<file path="config.mk">
export PLATFORM = sky130hd
export DESIGN_NAME = ball_motion
export DESIGN_NICKNAME = d
export VERILOG_FILES = /design/src/rtl/ball_motion.sv
export SDC_FILE = /design/constraint.sdc
export NUM_CORES = 1
export LEC_CHECK = 0
export CAP_MARGIN = 20
export CORE_MARGIN = 3
export CORE_UTILIZATION = 45
export DETAILED_ROUTE_END_ITERATION = 10
export PLACE_DENSITY = 0.69
export SLEW_MARGIN = 15
export SYNTH_ARGS = -nofsm -noshare
export SYNTH_HDL_FRONTEND = slang
export SYNTH_SLANG_ARGS = --single-unit
export TNS_END_PERCENT = 100
</file>
<file path="constraint.sdc">
create_clock -name clock -period 4.25 [get_ports clock]
set_input_delay 0.6375 -clock clock [delete_from_list [all_inputs] [get_ports clock]]
set_output_delay 0.6375 -clock clock [all_outputs]
set_load 0.01 [all_outputs]
</file>
<file path="src/rtl/ball_motion.sv">
// Ball position engine for the Breakout playfield.
// Serves the ball from the paddle and moves it on a fixed tick. Reflects it off the
// walls, the paddle and brick hits, counts lost lives, and flags the ball's pixel area.
module ball_motion #(
    parameter int BALL_HALF = 4,
    parameter int STEP      = 2,
    parameter int TICK_DIV  = 500000,
    parameter int H_BAR     = 8,
    parameter int W_BAR     = 64,
    parameter int SCREEN_W  = 640,
    parameter int SCREEN_H  = 480,
    parameter int LIVES     = 3
) (
    input  logic       clock,
    input  logic       reset,
    input  logic       launch,
    input  logic       brick_hit,
    input  logic [9:0] bar_x,
    input  logic [9:0] bar_y,
    input  logic [9:0] next_x,
    input  logic [9:0] next_y,
    output logic [9:0] x,
    output logic [9:0] y,
    output logic       area,
    output logic       bar_bounce,
    output logic [1:0] lives,
    output logic       game_over,
    output logic [1:0] state
);

    typedef enum logic [1:0] {
        SERVE = 2'd0,
        MOVE  = 2'd1,
        MISS  = 2'd2,
        OVER  = 2'd3
    } state_t;

    localparam logic [9:0]  HALF      = 10'(BALL_HALF);
    localparam logic [9:0]  STP       = 10'(STEP);
    localparam logic [9:0]  HBAR      = 10'(H_BAR);
    localparam logic [9:0]  WBAR      = 10'(W_BAR);
    localparam logic [9:0]  RIGHT_LIM = 10'(SCREEN_W - BALL_HALF);
    localparam logic [9:0]  LEFT_LIM  = 10'(BALL_HALF + STEP);
    localparam logic [9:0]  FLOOR_LIM = 10'(SCREEN_H - BALL_HALF);
    localparam logic [19:0] TICK_LAST = 20'(TICK_DIV - 1);

    state_t      st;
    logic [19:0] tick_cnt;
    logic        tick;
    logic        dx_right;
    logic        dy_down;
    logic        pending;

    logic [9:0]  bar_top;
    logic [9:0]  x_mv;
    logic        dx_mv;
    logic [9:0]  y_mv;
    logic        dy_mv;
    logic        bounce_mv;
    logic        miss_mv;
    logic        flip;

    assign tick    = (tick_cnt == TICK_LAST);
    assign bar_top = bar_y - HBAR;
    assign flip    = pending | brick_hit;
    assign state   = st;

    // Free-running move-tick divider
    always_ff @(posedge clock) begin
        if (!reset) begin
            tick_cnt <= '0;
        end else if (tick) begin
            tick_cnt <= '0;
        end else begin
            tick_cnt <= tick_cnt + 20'd1;
        end
    end

    // Horizontal candidate move with side-wall reflection
    always_comb begin
        x_mv  = x;
        dx_mv = dx_right;
        if (dx_right) begin
            if (x + STP >= RIGHT_LIM) begin
                x_mv  = RIGHT_LIM;
                dx_mv = 1'b0;
            end else begin
                x_mv = x + STP;
            end
        end else begin
            if (x <= LEFT_LIM) begin
                x_mv  = HALF;
                dx_mv = 1'b1;
            end else begin
                x_mv = x - STP;
            end
        end
    end

    // Vertical candidate move: top wall, paddle, floor, brick flip, plain step (priority order)
    always_comb begin
        y_mv      = y;
        dy_mv     = dy_down;
        bounce_mv = 1'b0;
        miss_mv   = 1'b0;
        if (!dy_down && (y <= LEFT_LIM)) begin
            y_mv  = HALF;
            dy_mv = 1'b1;
        end else if (dy_down && (y + HALF <= bar_top) && (y + HALF + STP >= bar_top)
                     && (x + HALF + WBAR >= bar_x) && (x <= bar_x + WBAR + HALF)) begin
            y_mv      = bar_top - HALF;
            dy_mv     = 1'b0;
            bounce_mv = 1'b1;
        end else if (dy_down && (y + STP >= FLOOR_LIM)) begin
            miss_mv = 1'b1;
        end else begin
            dy_mv = flip ? ~dy_down : dy_down;
            y_mv  = dy_mv ? (y + STP) : (y - STP);
        end
    end

    // Game FSM with registered position, direction, lives and status outputs
    always_ff @(posedge clock) begin
        if (!reset) begin
            st         <= SERVE;
            x          <= 10'd320;
            y          <= 10'd452;
            dx_right   <= 1'b1;
            dy_down    <= 1'b0;
            lives      <= 2'(LIVES);
            game_over  <= 1'b0;
            bar_bounce <= 1'b0;
            pending    <= 1'b0;
        end else begin
            bar_bounce <= 1'b0;
            case (st)
                SERVE: begin
                    x        <= bar_x;
                    y        <= bar_top - HALF;
                    dx_right <= 1'b1;
                    dy_down  <= 1'b0;
                    pending  <= 1'b0;
                    if (!launch) begin
                        st <= MOVE;
                    end
                end
                MOVE: begin
                    if (tick) begin
                        // a brick hit arriving with a wall/paddle/floor event is dropped
                        pending <= 1'b0;
                        if (miss_mv) begin
                            st <= MISS;
                        end else begin
                            x          <= x_mv;
                            dx_right   <= dx_mv;
                            y          <= y_mv;
                            dy_down    <= dy_mv;
                            bar_bounce <= bounce_mv;
                        end
                    end else if (brick_hit) begin
                        pending <= 1'b1;
                    end
                end
                MISS: begin
                    lives <= lives - 2'd1;
                    if (lives == 2'd1) begin
                        st        <= OVER;
                        game_over <= 1'b1;
                    end else begin
                        st <= SERVE;
                    end
                end
                OVER: begin
                    lives     <= '0;
                    game_over <= 1'b1;
                end
                default: st <= SERVE;
            endcase
        end
    end

    assign area = (next_x + HALF >= x) && (next_x <= x + HALF) &&
                  (next_y + HALF >= y) && (next_y <= y + HALF);

endmodule

</file>
==> results by group, run 1 <==
Run status
  • Status: finished, final reports clean

Floorplanning
  • I/O pins: 71
  • Initial Util: 47.0%
  • Total Die Area: 14100 µm²
  • # rows: 40
  • Die Wd: 119 µm
  • Vert. Die Dim: 119 µm
  • Core box area: 12200 µm²

Route
  • Initial DRC Count: 358
  • Vias: 5552
  • DRC: 0
  • DR WL met3: 812 µm
  • Aggregate routed wire length: 16300 µm
  • M1 wire length: 7090 µm
  • Post-route ant nets: 0
  • DR WL met2: 8050 µm
  • DR WL/cell: 16.7 µm
  • DR pass1 iterations: 5
  • DR vias/cell: 5.68
  • DR top layer: met4

Power
  • Internal: 2.02 mW
  • Tot Pwr: 3.94 mW
  • Clock share of power: 9.4%
  • Pwr/cell area: 567 nW/µm²
  • Seq pwr share: 18.6%
  • Leakage: 2.94 nW
  • Worst VDD drop: 227 µV
  • NetSw: 1.91 mW
  • Switching share of power: 48.6%
  • Logic pwr share: 72.0%

Placed design
  • Port bufs: 70
  • Final Wtd Congestion: 0.911
  • DP HPWL: 13300 µm
  • Post-placement cell count: 969

Logic synthesis
  • Synth top area share: 22.5%
  • Syn nets: 871
  • Seq/Total Area, Yosys: 17.1%
  • Mapped Area: 5730 µm²
  • Synth cell types: 69
  • Number of synthesized flops with an enable pin: 0
  • Ys async rst share: 0%
  • Synth area leader: ha_1
  • Flip-flop and latch count after synthesis: 49
  • Synth Warn #: 0
  • Synth Flop Type: dfxtp_1
  • Top post-synthesis cells by area: ha_1 22%, dfxtp_1 17%, xnor2_1 9.6%
  • Avg Cell Area, Syn: 7.92 µm²
  • Post-Synthesis Cells: 724

Run
  • Max-cap violations: 0

Clocking
  • TritonCTS buffer count: 5
  • Worst-Skew Late Latency: 0.28 ns
  • CTS root buf: clkbuf_16
  • Clock sink count: 49
  • # H-tree levels: 2
  • Clk buf depth: 2
  • CTS tree: done
  • Clk slew on worst S/H paths: 0.06 ns

Timing
  • Slew Viols, Final: 0
  • Period minus WS final: 4.09 ns
  • Worst Max-Slew Pin Slew: 0.928 ns
  • Max Clock Freq: 245 MHz
  • Max-slew headroom: 37.7%
  • Final hold vios: 0
  • Fin Clk Skew: 0.00477 ns
  • Final setup fails: 0
  • Fin crit share: 96.2%
  • Final setup TNS: 0 ns

Final layout
  • Non-Filler Instances: 977
  • Layout Utilization: 56.8%
  • Area Growth Syn to Fin: 21.0%
  • Total of fill cells in the finished design: 1159
  • Share of cells above drive strength 1: 8.28%
  • Antenna cell count: 0
  • Nets@finish: 957

Setup path
  • CP arrival: 3.45 ns
  • WS Path Type: register to primary output
  • Critical path startpoint category: register
  • Critical Path RT: 3.61 ns
  • Crit path capture type: primary output
  • CP Max Fanout: 6

Global route
  • GRT overflow: 0
  • Vias in the first global route: 5508
  • GRT Util Overall: 22.7%
  • Initial antenna violation count: 0
  • Largest net degree at the start of global routing: 27
  • First-pass GRT wire length: 26800 µm

Worst hold path
  • Worst min path class: register to register
## cell usage after synthesis, drive strengths merged (4+ instances only)
| library cell | number |
|---|---|
| and3 | 13 |
| ha | 103 |
| nor2b | 6 |
| nand2 | 52 |
| a211oi | 5 |
| nor3 | 22 |
| dfxtp | 49 |
| o211ai | 7 |
| and2 | 5 |
| inv | 58 |
| nand2b | 8 |
| a21oi | 40 |
| o31ai | 4 |
| o21a | 6 |
| o21ai | 23 |
| xor2 | 25 |
| nand3 | 38 |
| buf | 7 |
| nand4 | 19 |
| a21o | 12 |
| xnor2 | 63 |
| mux2i | 7 |
| o2111ai | 4 |
| or3 | 7 |
| nor4 | 9 |
| nor3b | 4 |
| clkbuf | 16 |
| o221ai | 6 |
| nor2 | 59 |
| a31oi | 8 |
## critical path: stages (launching register included)
cell and delay (ns):
dfxtp_2 0.42, ha_2 0.22, and3_2 0.25, nand3_1 0.14
xnor2_2 0.26, ha_1 0.29, nand4_1 0.11, nor2_1 0.08
o21a_1 0.12, a2111oi_2 0.33, a31oi_1 0.08, nor3_1 0.18
o211a_1 0.16, clkdlybuf4s50_1 0.53
## final timing paths
kind         slack, ns                     end  depth (start not counted)              startpoint
max               0.16                    area                         13       x[2]$_SDFFE_PN0P_
min               0.46  tick_cnt[0]$_SDFF_PP0_                          1  tick_cnt[0]$_SDFF_PP0_
max reg2reg       0.46       y[4]$_SDFFE_PN0P_                         16       y[3]$_SDFFE_PN0P_
min reg2reg       0.46  tick_cnt[0]$_SDFF_PP0_                          1  tick_cnt[0]$_SDFF_PP0_
## metal layers
layer / GRT usage [%] / up-vias
met2: 40.9 / 178
li1: - / 2746
met4: 5.21 / 0
met5: 0 / -
met1: 28.6 / 2596
met3: 2.94 / 32
## power by group through the flow
stage	clock network (mW)	logic, mW	registers (mW)
final	0.370	2.83	0.732
after global routing	0.401	3.16	0.742
after CTS	0.378	2.80	0.722
after detailed placement	0	2.78	0.731
after global placement	0	2.70	0.727
after floorplan	0	1.88	0.707
## cell type report
| class | instances | area (µm²) | share of cell area [%] |
|---|---|---|---|
| Multi-Input combinational cell | 593 | 4450 | 64.1 |
| Sequential cell | 49 | 987 | 14.2 |
| Timing Repair Buffer | 102 | 941 | 13.6 |
| Inverter | 59 | 221 | 3.19 |
| Tap cell | 168 | 210 | 3.03 |
| Clock buffer | 5 | 125 | 1.80 |
| Clock inverter | 1 | 5.00 | 0.0721 |
## metrics by stage
stage	area [µm²]	hold slack (ns)	setup WS [ns]
2_1_floorplan	5730	0.430	0.725
3_3_place_gp	6760	0.439	0.185
6_report	6940	0.461	0.163
5_1_grt	6940	0.498	-0.000851
4_1_cts	6900	0.466	0.0388
3_5_place_dp	6760	0.453	0.0882
## registers in the layout (all words and copies together), names as in the netlist
register and flops:
pending 1, lives 2, x 10, dx_right 1, dy_down 1, game_over 1, bar_bounce 1, state 2
tick_cnt 20, y 10
## cell families after synthesis
| kind of cell | count (synthesis) | synth area share [%] |
|---|---|---|
| muxes | 9 | 1.61 |
| adders and majority gates | 103 | 22.5 |
| xor gates and xnor gates | 88 | 13.4 |
| DFF | 49 | 17.1 |
| and+or+nand+nor | 250 | 21.7 |
| buffers and inverters | 82 | 5.83 |
| AOI/OAI and AO/OA | 143 | 17.8 |
## cell usage in the layout (no fill, tap or decap), types with 6 or more instances in the layout
| cell type | Yosys | final |
|---|---|---|
| xor2_1 | 25 | 25 |
| buf_4 | 1 | 32 |
| o21a_1 | 6 | 6 |
| nand4_1 | 19 | 19 |
| nor4_1 | 8 | 8 |
| clkdlybuf4s50_1 | 0 | 70 |
| mux2i_1 | 7 | 7 |
| ha_1 | 103 | 102 |
| nand3_1 | 38 | 38 |
| nor3_1 | 22 | 21 |
| or3_1 | 7 | 7 |
| nor2b_1 | 6 | 6 |
| o21ai_0 | 22 | 22 |
| nor2_1 | 57 | 57 |
| o211ai_1 | 7 | 7 |
| a21oi_1 | 39 | 39 |
| dfxtp_1 | 49 | 44 |
| nand2_1 | 51 | 51 |
| xnor2_1 | 63 | 61 |
| inv_1 | 58 | 58 |
| nand2b_1 | 8 | 8 |
| a21o_1 | 12 | 12 |
| a31oi_1 | 8 | 8 |
| and3_1 | 13 | 12 |
| o221ai_1 | 6 | 6 |
## repair_timing
item                                    4_1_cts  5_1_grt
endpoints found under the setup margin        1        1
gates resized for setup                       3       10
buffers inserted                              0        2
hold buffers                                  0        0
pin swaps                                     0        2
(Power assumes the default switching activity.)
==> run 2: changes to the inputs <==
--- a/config.mk
+++ b/config.mk
@@ -9,6 +9,7 @@
 export CORE_MARGIN = 3
 export CORE_UTILIZATION = 45
 export DETAILED_ROUTE_END_ITERATION = 10
+export GPL_TIMING_DRIVEN = 0
 export PLACE_DENSITY = 0.69
 export SLEW_MARGIN = 15
 export SYNTH_ARGS = -nofsm -noshare
==> results by group, run 2 (synthesis results as in run 1) <==
Clocking
  • Clk slew on worst S/H paths: 0.08 ns
  • Clk buf depth: 2
  • Post-CTS Hold Buffers: 0
  • CTS tree: done
  • Clock sink count: 49
  • CTS root buf: clkbuf_16
  • Worst-Skew Late Latency: 0.29 ns
  • TritonCTS buffer count: 5
  • # H-tree levels: 2

Timing
  • Max Clock Freq: 246 MHz
  • Final hold vios: 0
  • Period minus WS final: 4.06 ns
  • Worst Max-Slew Pin Slew: 0.857 ns
  • Fin crit share: 95.6%
  • Fin Clk Skew: 0.00758 ns
  • Max-slew headroom: 42.5%
  • Final setup fails: 0
  • Slew Viols, Final: 0

Global route
  • GRT overflow: 0
  • Largest net degree at the start of global routing: 19
  • Vias in the first global route: 5683
  • GRT Util Overall: 23.6%
  • First-pass GRT wire length: 27900 µm
  • Initial antenna violation count: 0

Setup path
  • CP Max Fanout: 10
  • R2r startpoint: y[3]$_SDFFE_PN0P_
  • Critical Path RT: 4.44 ns
  • Crit path capture type: register
  • WS Path Type: primary input to register
  • CP arrival: 4.25 ns
  • Critical path startpoint category: primary input
  • Setup crit start: bar_y[3]

Floorplanning
  • # rows: 40
  • I/O pins: 71
  • Core box area: 12200 µm²
  • Initial Util: 47.0%
  • Vert. Die Dim: 119 µm
  • Total Die Area: 14100 µm²
  • Die Wd: 119 µm

Placed design
  • Port bufs: 70
  • Final Wtd Congestion: 0.989
  • DP HPWL: 13400 µm
  • DP Area: 6650 µm²

Route
  • DR vias/cell: 5.79
  • Post-route ant nets: 0
  • Vias: 5706
  • DRC: 0
  • Initial DRC Count: 430
  • Aggregate routed wire length: 17100 µm
  • DR WL/cell: 17.3 µm
  • DR pass1 iterations: 5

Worst hold path
  • Worst min path class: register to register
  • Hold Crit Start: tick_cnt[0]$_SDFF_PP0_

Power
  • Pwr/cell area: 584 nW/µm²
  • Worst VDD drop: 287 µV
  • Leakage: 2.98 nW

Final layout
  • Area Growth Syn to Fin: 23.3%
  • Share of cells above drive strength 1: 9.55%
  • Commonest cells after routing, fill and taps aside: 102 x ha_1, 67 x clkdlybuf4s50_1, 58 x xnor2_1
  • Max reg flops: 20
  • Reg with most FFs: tick_cnt
  • Antenna cell count: 0
  • Layout Utilization: 57.9%
  • Nets@finish: 963
  • Final instance area: 7070 µm²
  • Largest regs: tick_cnt (20), x (10), y (10)
  • Commonest non-fill, non-tap cell in the layout: ha_1

Run
  • Max-cap violations: 0

Run status
  • Status: finished, final reports clean
run 2: cell types whose count changed in the layout (fill, tap and decap cells not counted), sizes merged:
cell	delta
inv	-2
clkbuf	+14
dlymetal6s2s	+3
clkdlybuf4s50	-3
clkinvlp	+4
buf	-8
run 2: stage by stage:
stage	setup TNS (ns)	total power [mW]	cells	worst slack, ns	hold slack (ns)
final	0	4.13	985	0.189	0.482
after global routing	-0.0000417	4.49	985	-0.0000417	0.526
after CTS	0	3.96	969	0.00646	0.493
after detailed placement	-4.34	3.47	962	-0.284	0.474
after global placement	-2.41	3.38	962	-0.191	0.443
after floorplan	0	2.59	724	0.725	0.430
run 2: critical path, cell delays in order:
cell             delay [ns]
clkdlybuf4s50_1        0.62
inv_1                  0.08
ha_1                   0.22
xnor2_1                0.45
ha_1                   0.35
and4_1                 0.23
a221o_1                0.35
a21oi_2                0.22
o2111ai_4              0.23
nand2_2                0.25
buf_8                  0.17
mux2i_1                0.08
a221o_1                0.35
run 2: layout make-up:
| type | instances | area, µm² |
|---|---|---|
| fillers | 1189 | 5140 |
| clock buffers | 5 | 125 |
| plain buffers | 21 | 115 |
| repair buffers | 87 | 836 |
| flip-flops and latches | 49 | 1000 |
| well taps | 168 | 210 |
| multi-input cells | 593 | 4520 |
| clock inverters | 3 | 28.8 |
| inverters | 59 | 236 |
run 2: per-layer routing:
metal | up-vias | global-route usage, % | wire, µm
met2 | 224 | 41.9 | 8350
met3 | 40 | 3.23 | 1060
met1 | 2661 | 29.8 | 7240
li1 | 2781 | - | -
met5 | - | 0 | 0
met4 | 0 | 6.30 | 397
run 2: worst paths after layout:
| kind | to | slack [ns] | depth (start not counted) |
|---|---|---|---|
| worst max-delay path | y[7]$_SDFFE_PN1P_ | 0.19 | 13 |
| worst min-delay path | tick_cnt[0]$_SDFF_PP0_ | 0.48 | 1 |
| worst min register to register | tick_cnt[0]$_SDFF_PP0_ | 0.48 | 1 |
| worst max register to register | y[2]$_SDFFE_PN1P_ | 0.42 | 14 |
run 2: timing repair:
item,in CTS,in global routing
pin swaps,1,8
setup endpoints to repair,2,24
buffers inserted,1,16
resized for setup,20,23
run 2: power by group:
group          internal (mW)  total (mW)  switching, mW  leakage, nW
logic                   1.29        2.97           1.67         2.50
registers              0.571       0.741          0.170        0.403
clock network          0.226       0.421          0.195       0.0763
==> run 3: changes to the inputs <==
--- a/config.mk
+++ b/config.mk
@@ -7,10 +7,10 @@
 export LEC_CHECK = 0
 export CAP_MARGIN = 20
 export CORE_MARGIN = 3
-export CORE_UTILIZATION = 45
+export CORE_UTILIZATION = 55
 export DETAILED_ROUTE_END_ITERATION = 10
 export GPL_TIMING_DRIVEN = 0
-export PLACE_DENSITY = 0.69
+export PLACE_DENSITY = 0.81
 export SLEW_MARGIN = 15
 export SYNTH_ARGS = -nofsm -noshare
 export SYNTH_HDL_FRONTEND = slang
==> results by group, run 3 (synthesis results as in run 1) <==
Run status
  • Status: finished, final reports clean

Floorplanning
  • Core box area: 9950 µm²
  • Vert. Die Dim: 108 µm
  • # rows: 36
  • Initial Util: 57.6%
  • I/O pins: 71
  • Total Die Area: 11700 µm²
  • Die Wd: 108 µm

Global route
  • GRT Util Overall: 27.4%
  • GRT overflow: 0
  • Vias in the first global route: 5457
  • Largest net degree at the start of global routing: 18
  • First-pass GRT wire length: 26000 µm
  • Initial antenna violation count: 0

Clocking
  • Clk buf depth: 2
  • # H-tree levels: 2
  • TritonCTS buffer count: 5
  • CTS root buf: clkbuf_8
  • Clock sink count: 49
  • Clk slew on worst S/H paths: 0.09 ns
  • CTS tree: done
  • Worst-Skew Late Latency: 0.31 ns

Setup path
  • Crit path capture type: register
  • Worst reg2reg endpoint: y[3]$_SDFFE_PN0P_
  • R2r startpoint: x[2]$_SDFFE_PN0P_
  • CP arrival: 4.25 ns
  • Critical path startpoint category: primary input
  • CP Max Fanout: 10
  • Critical Path RT: 4.47 ns
  • WS Path Type: primary input to register
  • R2R depth: 13
  • FF-to-FF setup slack: 0.49 ns

Timing
  • Max Clock Freq: 248 MHz
  • Final hold vios: 0
  • Fin crit share: 95.0%
  • Final worst slack: 0.212 ns
  • Final setup TNS: 0 ns
  • RSZ-0062 raised after global routing: false
  • Fin Clk Skew: 0.00548 ns
  • Hold_ws: 0.476 ns
  • Worst Max-Slew Pin Slew: 0.957 ns
  • Max-slew headroom: 35.8%
  • Slew Viols, Final: 0
  • Period minus WS final: 4.04 ns
  • Final setup fails: 0

Worst hold path
  • WHS Path Cells: 1
  • Worst min path class: register to register
  • Hold Crit Start: tick_cnt[0]$_SDFF_PP0_
  • Hold path endpoint: tick_cnt[0]$_SDFF_PP0_

Final layout
  • Non-Filler Instances: 954
  • Multi-input combinational cell area: 4550 µm²
  • Commonest non-fill, non-tap cell in the layout: ha_1
  • Layout Utilization: 70.7%
  • Area Growth Syn to Fin: 22.8%
  • Reg with most FFs: tick_cnt
  • Final instance area: 7040 µm²
  • Commonest cells after routing, fill and taps aside: 101 x ha_1, 68 x clkdlybuf4s50_1, 57 x xnor2_1
  • Antenna cell count: 0
  • Sequential cell area: 997 µm²
  • Largest regs: tick_cnt (20), x (10), y (10)
  • Total of fill cells in the finished design: 866
  • Share of cells above drive strength 1: 10.5%
  • Max reg flops: 20
  • Nets@finish: 967

Power
  • Worst VDD drop: 324 µV
  • Leakage: 2.99 nW
  • Pwr/cell area: 584 nW/µm²
  • Tot Pwr: 4.11 mW

Placed design
  • DP Area: 6600 µm²
  • Final Wtd Congestion: 0.947
  • Post-placement cell count: 927
  • Dpl ws: -0.169 ns
  • Port bufs: 70
  • DP HPWL: 12700 µm

Route
  • Vias: 5679
  • Aggregate routed wire length: 16400 µm
  • Post-route ant nets: 0
  • DRC: 0
  • DR pass1 iterations: 7
  • Initial DRC Count: 464
  • DR vias/cell: 5.95
  • DR WL/cell: 17.2 µm

Run
  • Max-cap violations: 0
-- run 3: layout make-up --
class / count / share of cell area, %
plain buffers: 21 / 1.69
clock buffers: 5 / 0.977
clock inverters: 3 / 0.711
inverters: 59 / 3.30
multi-input cells: 593 / 64.6
flip-flops and latches: 49 / 14.2
well taps: 133 / 2.36
repair buffers: 91 / 12.2
-- run 3: repair_timing --
item	CTS	global route
setup endpoints to repair	1	25
gates resized for setup	16	31
buffers inserted	0	20
gates cloned	0	1
pin swaps	0	7
hold buffers	0	0
-- run 3: how the worst max path moves through the flow --
stage	endpoint	slack, ns	cells after the start	startpoint
after floorplan	y[2]$_SDFFE_PN1P_	0.73	16	y[5]$_SDFFE_PN0P_
after global placement	area	-0.1	15	y[5]$_SDFFE_PN0P_
after detailed placement	x[8]$_SDFFE_PN1P_	-0.17	15	bar_x[4]
after CTS	area	0.01	13	y[4]$_SDFFE_PN0P_
after global routing	y[3]$_SDFFE_PN0P_	0.02	14	bar_x[3]
final	y[3]$_SDFFE_PN0P_	0.21	14	bar_x[2]
-- run 3: per-layer routing --
metal  track usage (%)  vias up  wire length [µm]  share of wire, %
met5                 0        -                 0                 0
met4              7.94        0               404               2.5
met3              3.22       38              1060               6.5
met2              48.8      211              8050                49
met1              34.6     2650              6860                42
li1                  -     2780                 -                 -
-- run 3: worst max-delay path, cell delays in order --
cell and delay [ns]:
clkdlybuf4s50_1 0.55, nand3_1 0.16, o21a_1 0.25, nor3_2 0.13
xnor2_1 0.14, ha_1 0.29, a21oi_2 0.16, o21ai_0 0.12
nor4_1 0.36, o32a_1 0.35, o2111ai_4 0.26, a41o_4 0.34
buf_2 0.22, a221oi_2 0.29
-- run 3: report_power, final --
group | leakage, nW | switching, mW | internal (mW)
registers | 0.403 | 0.170 | 0.569
clock network | 0.0603 | 0.174 | 0.181
logic | 2.53 | 1.66 | 1.35
